## src/rtl/flow_led_ctrl.sv

```systemverilog
// LED pattern sequencer: prescaled step strobe driving rotate, bounce and fill-bar patterns.
// state | meaning
// UP    | bounce LED moving toward bit LED_NUM-1 (also the idle value in other modes)
// DOWN  | bounce LED moving toward bit 0
module flow_led_ctrl #(
    parameter  int LED_NUM     = 4,
    parameter  int STEP_CYCLES = 10_000_000,
    localparam int CNT_W       = $clog2(STEP_CYCLES)
) (
    input  logic               sys_clk,
    input  logic               sys_rst_n,
    input  logic               en,
    input  logic               clr,
    input  logic [1:0]         mode,
    input  logic [1:0]         speed,
    output logic [LED_NUM-1:0] led,
    output logic               step_pulse
);

    typedef enum logic {
        DIR_UP   = 1'b0,
        DIR_DOWN = 1'b1
    } dir_t;

    localparam logic [1:0]         MODE_FILL = 2'b11;
    localparam logic [LED_NUM-1:0] LED_ONE   = {{(LED_NUM-1){1'b0}}, 1'b1};

    logic [CNT_W-1:0]   r_cnt;
    logic [LED_NUM-1:0] r_led;
    dir_t               r_dir;
    logic [1:0]         r_mode_q;
    logic               r_step_pulse;

    logic [CNT_W-1:0]   w_cnt_nxt;
    logic [LED_NUM-1:0] w_led_nxt;
    dir_t               w_dir_nxt;
    logic [1:0]         w_mode_nxt;
    logic               w_pulse_nxt;

    logic [31:0]        w_period;
    logic               w_tick;
    logic               w_onehot;
    logic               w_thermo;
    logic               w_full;
    logic [LED_NUM-1:0] w_adv_led;
    dir_t               w_adv_dir;
    logic [LED_NUM-1:0] w_init_led;

    // >= rather than == so a mid-count speed increase ticks at once instead of wrapping
    assign w_period   = 32'(STEP_CYCLES) >> speed;
    assign w_tick     = en && (32'(r_cnt) >= (w_period - 32'd1));

    assign w_onehot   = (r_led != '0) && ((r_led & (r_led - 1'b1)) == '0);
    assign w_thermo   = (r_led & (r_led + 1'b1)) == '0;
    assign w_full     = &r_led;
    assign w_init_led = (mode == MODE_FILL) ? '0 : LED_ONE;

    always_ff @(posedge sys_clk or negedge sys_rst_n) begin
        if (!sys_rst_n) begin
            r_cnt        <= '0;
            r_led        <= LED_ONE;
            r_dir        <= DIR_UP;
            r_mode_q     <= 2'b00;
            r_step_pulse <= 1'b0;
        end else begin
            r_cnt        <= w_cnt_nxt;
            r_led        <= w_led_nxt;
            r_dir        <= w_dir_nxt;
            r_mode_q     <= w_mode_nxt;
            r_step_pulse <= w_pulse_nxt;
        end
    end

    // One step of the latched mode; illegal patterns fall back to the mode's initial value.
    always_comb begin
        w_adv_led = LED_ONE;
        w_adv_dir = DIR_UP;
        case (r_mode_q)
            2'b00: begin
                if (w_onehot) w_adv_led = {r_led[LED_NUM-2:0], r_led[LED_NUM-1]};
            end
            2'b01: begin
                if (w_onehot) w_adv_led = {r_led[0], r_led[LED_NUM-1:1]};
            end
            2'b10: begin
                if (w_onehot) begin
                    if (r_dir == DIR_UP) begin
                        if (r_led[LED_NUM-1]) begin
                            w_adv_led = r_led >> 1;
                            w_adv_dir = DIR_DOWN;
                        end else begin
                            w_adv_led = r_led << 1;
                            w_adv_dir = DIR_UP;
                        end
                    end else begin
                        if (r_led[0]) begin
                            w_adv_led = r_led << 1;
                            w_adv_dir = DIR_UP;
                        end else begin
                            w_adv_led = r_led >> 1;
                            w_adv_dir = DIR_DOWN;
                        end
                    end
                end
            end
            default: begin
                if (!w_thermo || w_full) w_adv_led = '0;
                else                     w_adv_led = {r_led[LED_NUM-2:0], 1'b1};
            end
        endcase
    end

    always_comb begin
        w_cnt_nxt   = r_cnt;
        w_led_nxt   = r_led;
        w_dir_nxt   = r_dir;
        w_mode_nxt  = r_mode_q;
        w_pulse_nxt = 1'b0;
        if (clr) begin
            w_cnt_nxt  = '0;
            w_mode_nxt = mode;
            w_dir_nxt  = DIR_UP;
            w_led_nxt  = w_init_led;
        end else if (w_tick) begin
            w_cnt_nxt   = '0;
            w_pulse_nxt = 1'b1;
            // a mode change spends its step loading the new start pattern
            if (mode != r_mode_q) begin
                w_mode_nxt = mode;
                w_dir_nxt  = DIR_UP;
                w_led_nxt  = w_init_led;
            end else begin
                w_dir_nxt  = w_adv_dir;
                w_led_nxt  = w_adv_led;
            end
        end else if (en) begin
            w_cnt_nxt = r_cnt + 1'b1;
        end
    end

    always_comb begin
        led        = r_led;
        step_pulse = r_step_pulse;
    end

endmodule

```

## config.mk

```make
export PLATFORM = sky130hd
export DESIGN_NAME = flow_led_ctrl
export DESIGN_NICKNAME = d
export VERILOG_FILES = /design/src/rtl/flow_led_ctrl.sv
export SDC_FILE = /design/constraint.sdc
export NUM_CORES = 1
export LEC_CHECK = 0
export CAP_MARGIN = 0
export CORE_MARGIN = 3
export CORE_UTILIZATION = 32
export CTS_CLUSTER_SIZE = 20
export DETAILED_ROUTE_END_ITERATION = 8
export GPL_TIMING_DRIVEN = 0
export PLACE_DENSITY = 0.47
export SYNTH_ARGS = -nofsm -noshare
export SYNTH_HDL_FRONTEND = slang
export SYNTH_SLANG_ARGS = --single-unit
```

## constraint.sdc

```tcl
create_clock -name sys_clk -period 3.3 [get_ports sys_clk]
set_clock_uncertainty 0.2 [all_clocks]
set_input_delay 0.33 -clock sys_clk [delete_from_list [all_inputs] [get_ports sys_clk]]
set_output_delay 0.33 -clock sys_clk [all_outputs]
set_load 0.02 [all_outputs]
```

=== Word-level counts from Yosys, hierarchy flattened ===
Cells that the tools add are included.

* Register bits: 32
* Latch bits: 0
* Memory bits (writable): 0
* Memory bits (read-only): 0
* Output and inout bits: 5
* Memories: 0

* Add/subtract/negate cells: 4
* Multipliers: 0
* Divide/modulo/power cells: 0
* Magnitude comparators: 1
* Eq/ne operators: 4
* Shifts and indexed selects: 1
* Mux-type cells: 28
* Bitwise logic cells: 2
* Reduce and logical (&&, ||, !) cells: 13

{| class="wikitable"
|+ Operators with widths
! kind !! number
|-
| 24-bit two-way mux || 3
|-
| 4-bit two-way mux || 10
|-
| 24-bit by 32-bit greater-or-equal comparator with 1-bit output || 1
|-
| 24-bit by 2-bit right shift with 32-bit output (first input constant) || 1
|-
| 32-bit by 1-bit subtractor with 32-bit output (second input constant) || 1
|-
| 24-bit by 1-bit adder with 24-bit output (second input constant) || 1
|-
| 4-bit one-hot mux with 3 select lines || 1
|-
| 1-bit two-way mux || 11
|-
| 4-bit AND || 2
|-
| 4-bit logical NOT || 2
|-
| 2-bit two-way mux || 3
|-
| 4-bit by 1-bit adder with 4-bit output (second input constant) || 1
|-
| 2-bit == test (second input constant) || 2
|-
| 4-bit AND reduction || 1
|-
| 2-bit nonzero test || 2
|-
| 4-bit nonzero test || 1
|-
| 4-bit by 1-bit subtractor with 4-bit output (second input constant) || 1
|-
| 3-bit nonzero test || 1
|-
| 2-bit by 1-bit == test with 1-bit output (second input constant) || 1
|-
| 1-bit logical AND || 2
|-
| 2-bit logical NOT || 1
|-
| 2-bit != test || 1
|-
| 2-bit AND reduction || 1
|-
| 1-bit logical NOT || 1
|-
| 1-bit logical OR || 1
|}

=== Logic depth before layout (Yosys ltp) ===
* Depth after elaboration: 10
* Depth in mapped cells: 11
* Mapped depth without buffers: 10

=== Worst setup path before layout ===
No wires, ideal clock.

* Path type: input -> register
* From: input port speed[0]
* To: register r_cnt[11]
* Library setup time: 0.132 ns
* Data arrival time: 2.353 ns
* Required time: 2.968 ns
* Path slack: 0.615 ns
* Cell stages on the path: 9
* Cells stage by stage: inv_1 > ha_1 > ha_1 > nand4_1 > nor4_1 > o21ai_0 > a41oi_1 > clkbuf_1 > nor2_1

* Cells in the longest elaborated chain, start to end: 6
* Elaborated cells between the ends (all ways): 7

{| class="wikitable"
|+ Ends and longest elaborated chain
! item !! RTL line !! RTL
|-
| start: declaration || 15 || <nowiki>input logic [1:0] speed,</nowiki>
|-
| 24-bit by 2-bit right shift with 32-bit output * || 50 || <nowiki>assign w_period = 32'(STEP_CYCLES) >> speed;</nowiki>
|-
| 32-bit by 1-bit subtractor with 32-bit output * || 51 || <nowiki>assign w_tick = en && (32'(r_cnt) >= (w_period - 32'd1));</nowiki>
|-
| 24-bit by 32-bit greater-or-equal comparator with 1-bit output * || 51 ||
|-
| 1-bit logical AND * || 51 ||
|-
| 24-bit two-way mux || 124 || <nowiki>end else if (w_tick) begin</nowiki>
|-
| 24-bit two-way mux || 119 || <nowiki>if (clr) begin</nowiki>
|-
| end signal: assignment || 66 || <nowiki>r_cnt <= w_cnt_nxt;</nowiki>
|-
| end: declaration || 28 || <nowiki>logic [CNT_W-1:0] r_cnt;</nowiki>
|}

Mark *: on every way between the ends. The rest lies on a longest branch, timed or not.
A chain may end at the register's enable or synchronous reset.

=== Final worst setup path ===
* From: input port speed[1]
* To: register r_led[2], in the netlist led[2]

* Cells in the longest elaborated chain, start to end: 5

{| class="wikitable"
|+ Ends and longest elaborated chain
! item !! RTL line !! RTL
|-
| 24-bit by 2-bit right shift with 32-bit output || 50 ||
|-
| 32-bit by 1-bit subtractor with 32-bit output || 51 ||
|-
| 24-bit by 32-bit greater-or-equal comparator with 1-bit output || 51 ||
|-
| 1-bit logical AND || 51 ||
|-
| 2-bit nonzero test (no source line) || -- ||
|-
| end signal: assignment || 67 || <nowiki>r_led <= w_led_nxt;</nowiki>
|-
| end: declaration || 29 || <nowiki>logic [LED_NUM-1:0] r_led;</nowiki>
|}

Every way passes these cells.

==> metrics list <==
- Post-route cell area: 2820 sq um
* Flops & latches, synth: 32
- Fraction of layout instances using a drive strength above 1: 0.0742
* Area share of the largest cell type after synthesis: 0.315
- In the routed layout, each cell is associated on average with a via count of 5.10.
- The via count of the first global-routing pass was 2,024.
- Cell Area, Placed: 2700 sq um
* Maximum number of pins on one net before global-route repair: 33
* Post-layout total power: 894 uW
* Global-route usage over all layers: 0.143
- Via count: 2,085
- Power per Cell Area: 317 nW/um^2
- Fin cells: 409
- Of the total synthesized cell area, the portion taken by full adders, half adders and majority gates is 0.142.
* Sequential cell area fraction in the yosys report: 0.325
- The H-tree was split into 2 levels.
- After synthesis, the largest family of logic cells by area is simple AND/OR/NAND/NOR gates.
* Vertical die dimension: 93.8 um
* Register-to-register setup slack: 0.81 ns
- The floorplan step defined a die boundary enclosing 8800 sq um.
- Number of buffers and inverters on the critical path: 4
- At the end of the flow the core is filled with cells to 0.382.
- The clock drives 32 sinks.
* Chain of cells forming the critical path: dlymetal6s2s_1 > inv_1 > ha_2 > inv_1 > ha_1 > nand2_1 > o21ai_0 > a21oi_1 > a41oi_2 > buf_4 > mux2_2
- Of the total power, combinational logic draws 0.214.
- The number of antenna diodes in the final layout is 0.
* Worst hold path class: in -> reg
- Num ports: 13
- Number of violations of the max-capacitance limit: 0
- After synthesis, the share of flip-flops with an asynchronous set or reset is 1.00.
- Cell taking the most area after synthesis: sky130_fd_sc_hd__dfrtp_1
- Max Clk Rate: 354 MHz
- Std cell rows: 31
* Mux share of post-synthesis cell area: 0.0264
- Net switching share of the total power: 0.298
- Most Crowded Layer GR: met2
* Clock root buffer: sky130_fd_sc_hd__clkbuf_8
* Number of buffers on the longest clock path: 2
- Total global routing overflow: 0
* Syn avg cell area: 8.56 sq um
- The wire-length estimate of the detail-placed layout is 4330 um.
- In this design, the stage delay of the slowest critical-path cell is 0.40 ns.
- Sorting the synthesized cells by area gives the leading types as sky130_fd_sc_hd__dfrtp_1, sky130_fd_sc_hd__ha_1, sky130_fd_sc_hd__nor2_1.
* Met1 track demand over resource: 0.207
- Worst-case setup slack after placement: -0.664 ns
- Summing every instance area after synthesis gives 2470 sq um.
* Critical-path cell with the highest stage delay: sky130_fd_sc_hd__ha_2
- Synthesis instantiated 47 different standard cells from the library.
* GPL Wtd Cong: 0.796
- The die is 93.8 um wide.
* Syn-to-layout area delta: 14.3%
* Worst Max-Slew Pin Slew: 0.749 ns
- Syn_nets: 324
* DRC viols: 0
* Global-route wire length before repair: 10,100 um
* Number of buffers inserted during clock tree synthesis: 5
- Family with the most delay on the worst path: compound AO/OA/AOI/OAI gates
- Along the worst hold path, the cell count comes to 3.
- Summed over all cells, the static leakage comes to 0.00119 uW.
- Setup repair after global routing left no endpoint under its margin.
- In this run the tightest slew margin relative to its limit is 0.501.
- Number of flops mapped to enable cells by yosys: 0
- Final setup violation count: 0
* Synth warnings: 0
- For this configuration, the core starts out at a cell density of 0.335.
- Wires add up to 5810 um.
- Net switching power figure: 267 uW
- For the worst flop-to-flop path, the logic depth is 7.
- Cells after Synth: 288
* Area share of xor/xnor cells in the synthesized design: 0.0817
- Proportion of power drawn by the clock network: 0.323
* Worst Slack Setup Final: 0.478 ns
* Max-slew violation count: 0
- Fin crit share: 0.855
* Run status: completed
* Worst Path Max Fanout: 7
- Critical path arrival: 2.78 ns
* Period minus WS final: 2.82 ns
- Dividing the detail-routed wire length by the instance count gives 14.2 um.
* Most used flip-flop cell after synthesis: sky130_fd_sc_hd__dfrtp_1
* Initial antenna violation count: 0
- After clock tree synthesis, the clock-pin slew on the worst setup and hold paths is 0.07 ns.
- The cell that appears most often on the critical path is sky130_fd_sc_hd__inv_1.
- In this run the critical register-to-register path is captured at led[2].
* Fraction of the mapped netlist area in compound gates: 0.160
- The final hold violation count came to 0.
- Buffers placed on the I/O ports in this run total 11.
* Kind of capture point of the worst setup path: flip-flop
- Kind of critical path: in -> reg
* Synthesized-area fraction occupied by and/or/nand/nor cells: 0.213
- Internal power comes to 627 uW.
- The worst setup path is launched from an input pin.
* Hold_sp: en
- End point of the worst hold path: r_cnt[1]
- Detailed router's first-iteration violation count: 75
* Core region area: 7370 sq um
- In this run the critical register-to-register path is launched from r_cnt[15].
* Total Nets Final: 345
- Worst-skew pair later-pin latency: 0.28 ns
- Iteration count of the initial detailed-routing pass: 4
- Once detail routing completed, the nets flagged for antenna violations numbered 0.
- Of the total power, registers draw 0.464.
- In the global route stage, met3 resource usage came out at 0.0264.
- Count of placed standard cells including taps: 398
- Worst ir drop on vdd: 0.154 mV
- STA puts the critical path data required time at 3.26 ns.
- TritonCTS built the clock tree.
* Global-route track usage on met2: 0.223
==> layout by cell type, fill, tap and decap left out, drive strengths merged, types with 2 or more instances in the layout <==
| cell | Yosys | routed |
|---|---|---|
| dfrtp | 31 | 31 |
| xnor2 | 12 | 12 |
| or4b | 2 | 2 |
| o21ai | 18 | 18 |
| clkbuf | 15 | 21 |
| buf | 2 | 6 |
| o41ai | 2 | 2 |
| o211ai | 3 | 3 |
| nand2 | 24 | 24 |
| clkdlybuf4s50 | 0 | 8 |
| dlymetal6s2s | 0 | 2 |
| mux2 | 4 | 4 |
| a21oi | 20 | 20 |
| a2111oi | 2 | 2 |
| nor3 | 8 | 8 |
| xor2 | 11 | 11 |
| or3 | 8 | 8 |
| and4 | 2 | 2 |
| mux2i | 2 | 2 |
| a21o | 3 | 3 |
| a22oi | 2 | 2 |
| inv | 16 | 16 |
| nand4 | 9 | 9 |
| nor4 | 6 | 6 |
| nor2 | 33 | 33 |
| and3 | 2 | 2 |
| ha | 28 | 28 |
| nand3 | 6 | 6 |
==> synthesized netlist by cell type (all sizes together) (3+ instances only) <==
library cell and n:
nand2 24, nor4 6, mux2 4, clkbuf 15, ha 28, nor2 33
a21o 3, inv 16, dfrtp 31, xnor2 12, o21ai 18, nand3 6
or3 8, nand4 9, a21oi 20, xor2 11, o211ai 3, nor3 8
==> cell families (layout without fill, tap and decap cells) <==
| group | Yosys count | in the layout |
|---|---|---|
| xor+xnor | 23 | 23 |
| simple gates | 104 | 104 |
| compound gates | 62 | 62 |
| buf+inv | 33 | 55 |
| fa+ha+maj | 28 | 28 |
| mux | 6 | 6 |
| flops | 32 | 32 |
==> stage by stage <==
step / TNS (ns) / hold WS, ns
after floorplan: 0 / -0.166
after global placement: -14.85 / 0.348
after detailed placement: -14.49 / 0.250
after CTS: 0 / 0.224
after global routing: 0 / 0.263
final: 0 / 0.240
==> per-layer routing <==
metal | part of all wire | vias to the layer above
met3 | 0.030 | 2
met1 | 0.52 | 977
li1 | - | 1069
met5 | 0 | -
met2 | 0.44 | 37
met4 | 0.0040 | 0
==> registers in the layout (all words and copies together) (netlist names) <==
register and count:
led 4, r_cnt 24, r_dir 1, r_mode_q 2, step_pulse 1
==> how the worst max path moves through the flow <==
stage | from | to | slack [ns] | cells after the start
global placement | speed[1] | r_cnt[14] | -0.67 | 11
finish | speed[1] | led[2] | 0.48 | 11
CTS | speed[1] | led[2] | 0.04 | 11
detailed placement | speed[1] | r_cnt[11] | -0.66 | 11
global route | speed[1] | r_cnt[18] | 0.22 | 12
floorplan | speed[0] | r_cnt[11] | 0.62 | 9
==> worst min-delay path, delay by kind of cell <==
kind	cells	cell delay [ns]
AO/OA/AOI/OAI	1	0.06
buffers and inverters	1	0.17
AND/OR/NAND/NOR	1	0.12
==> layout make-up <==
class | instances | area [sq um]
Buffer | 17 | 67.6
Clock buffer | 7 | 76.3
Clock inverter | 1 | 5.00
Fill cell | 775 | 4550
Inverter | 16 | 60.1
Multi-Input combinational cell | 223 | 1550
Sequential cell | 32 | 802
Tap cell | 99 | 124
Timing Repair Buffer | 14 | 135
==> timing repair <==
item,4_1_cts,5_1_grt
hold buffers,1,0
setup endpoints to repair,23,31
pin swaps,1,0
endpoints found under the hold margin,31,0
resized for setup,2,5
buffers inserted,2,0
gates cloned,0,0
==> power groups by stage <==
stage	logic, uW	registers, uW	clock network (uW)
final	191	415	288
after CTS	190	414	305
after detailed placement	185	422	0
after global placement	188	422	0
after global routing	216	416	324
after floorplan	123	424	0
Power figures use the tool's default switching activity.
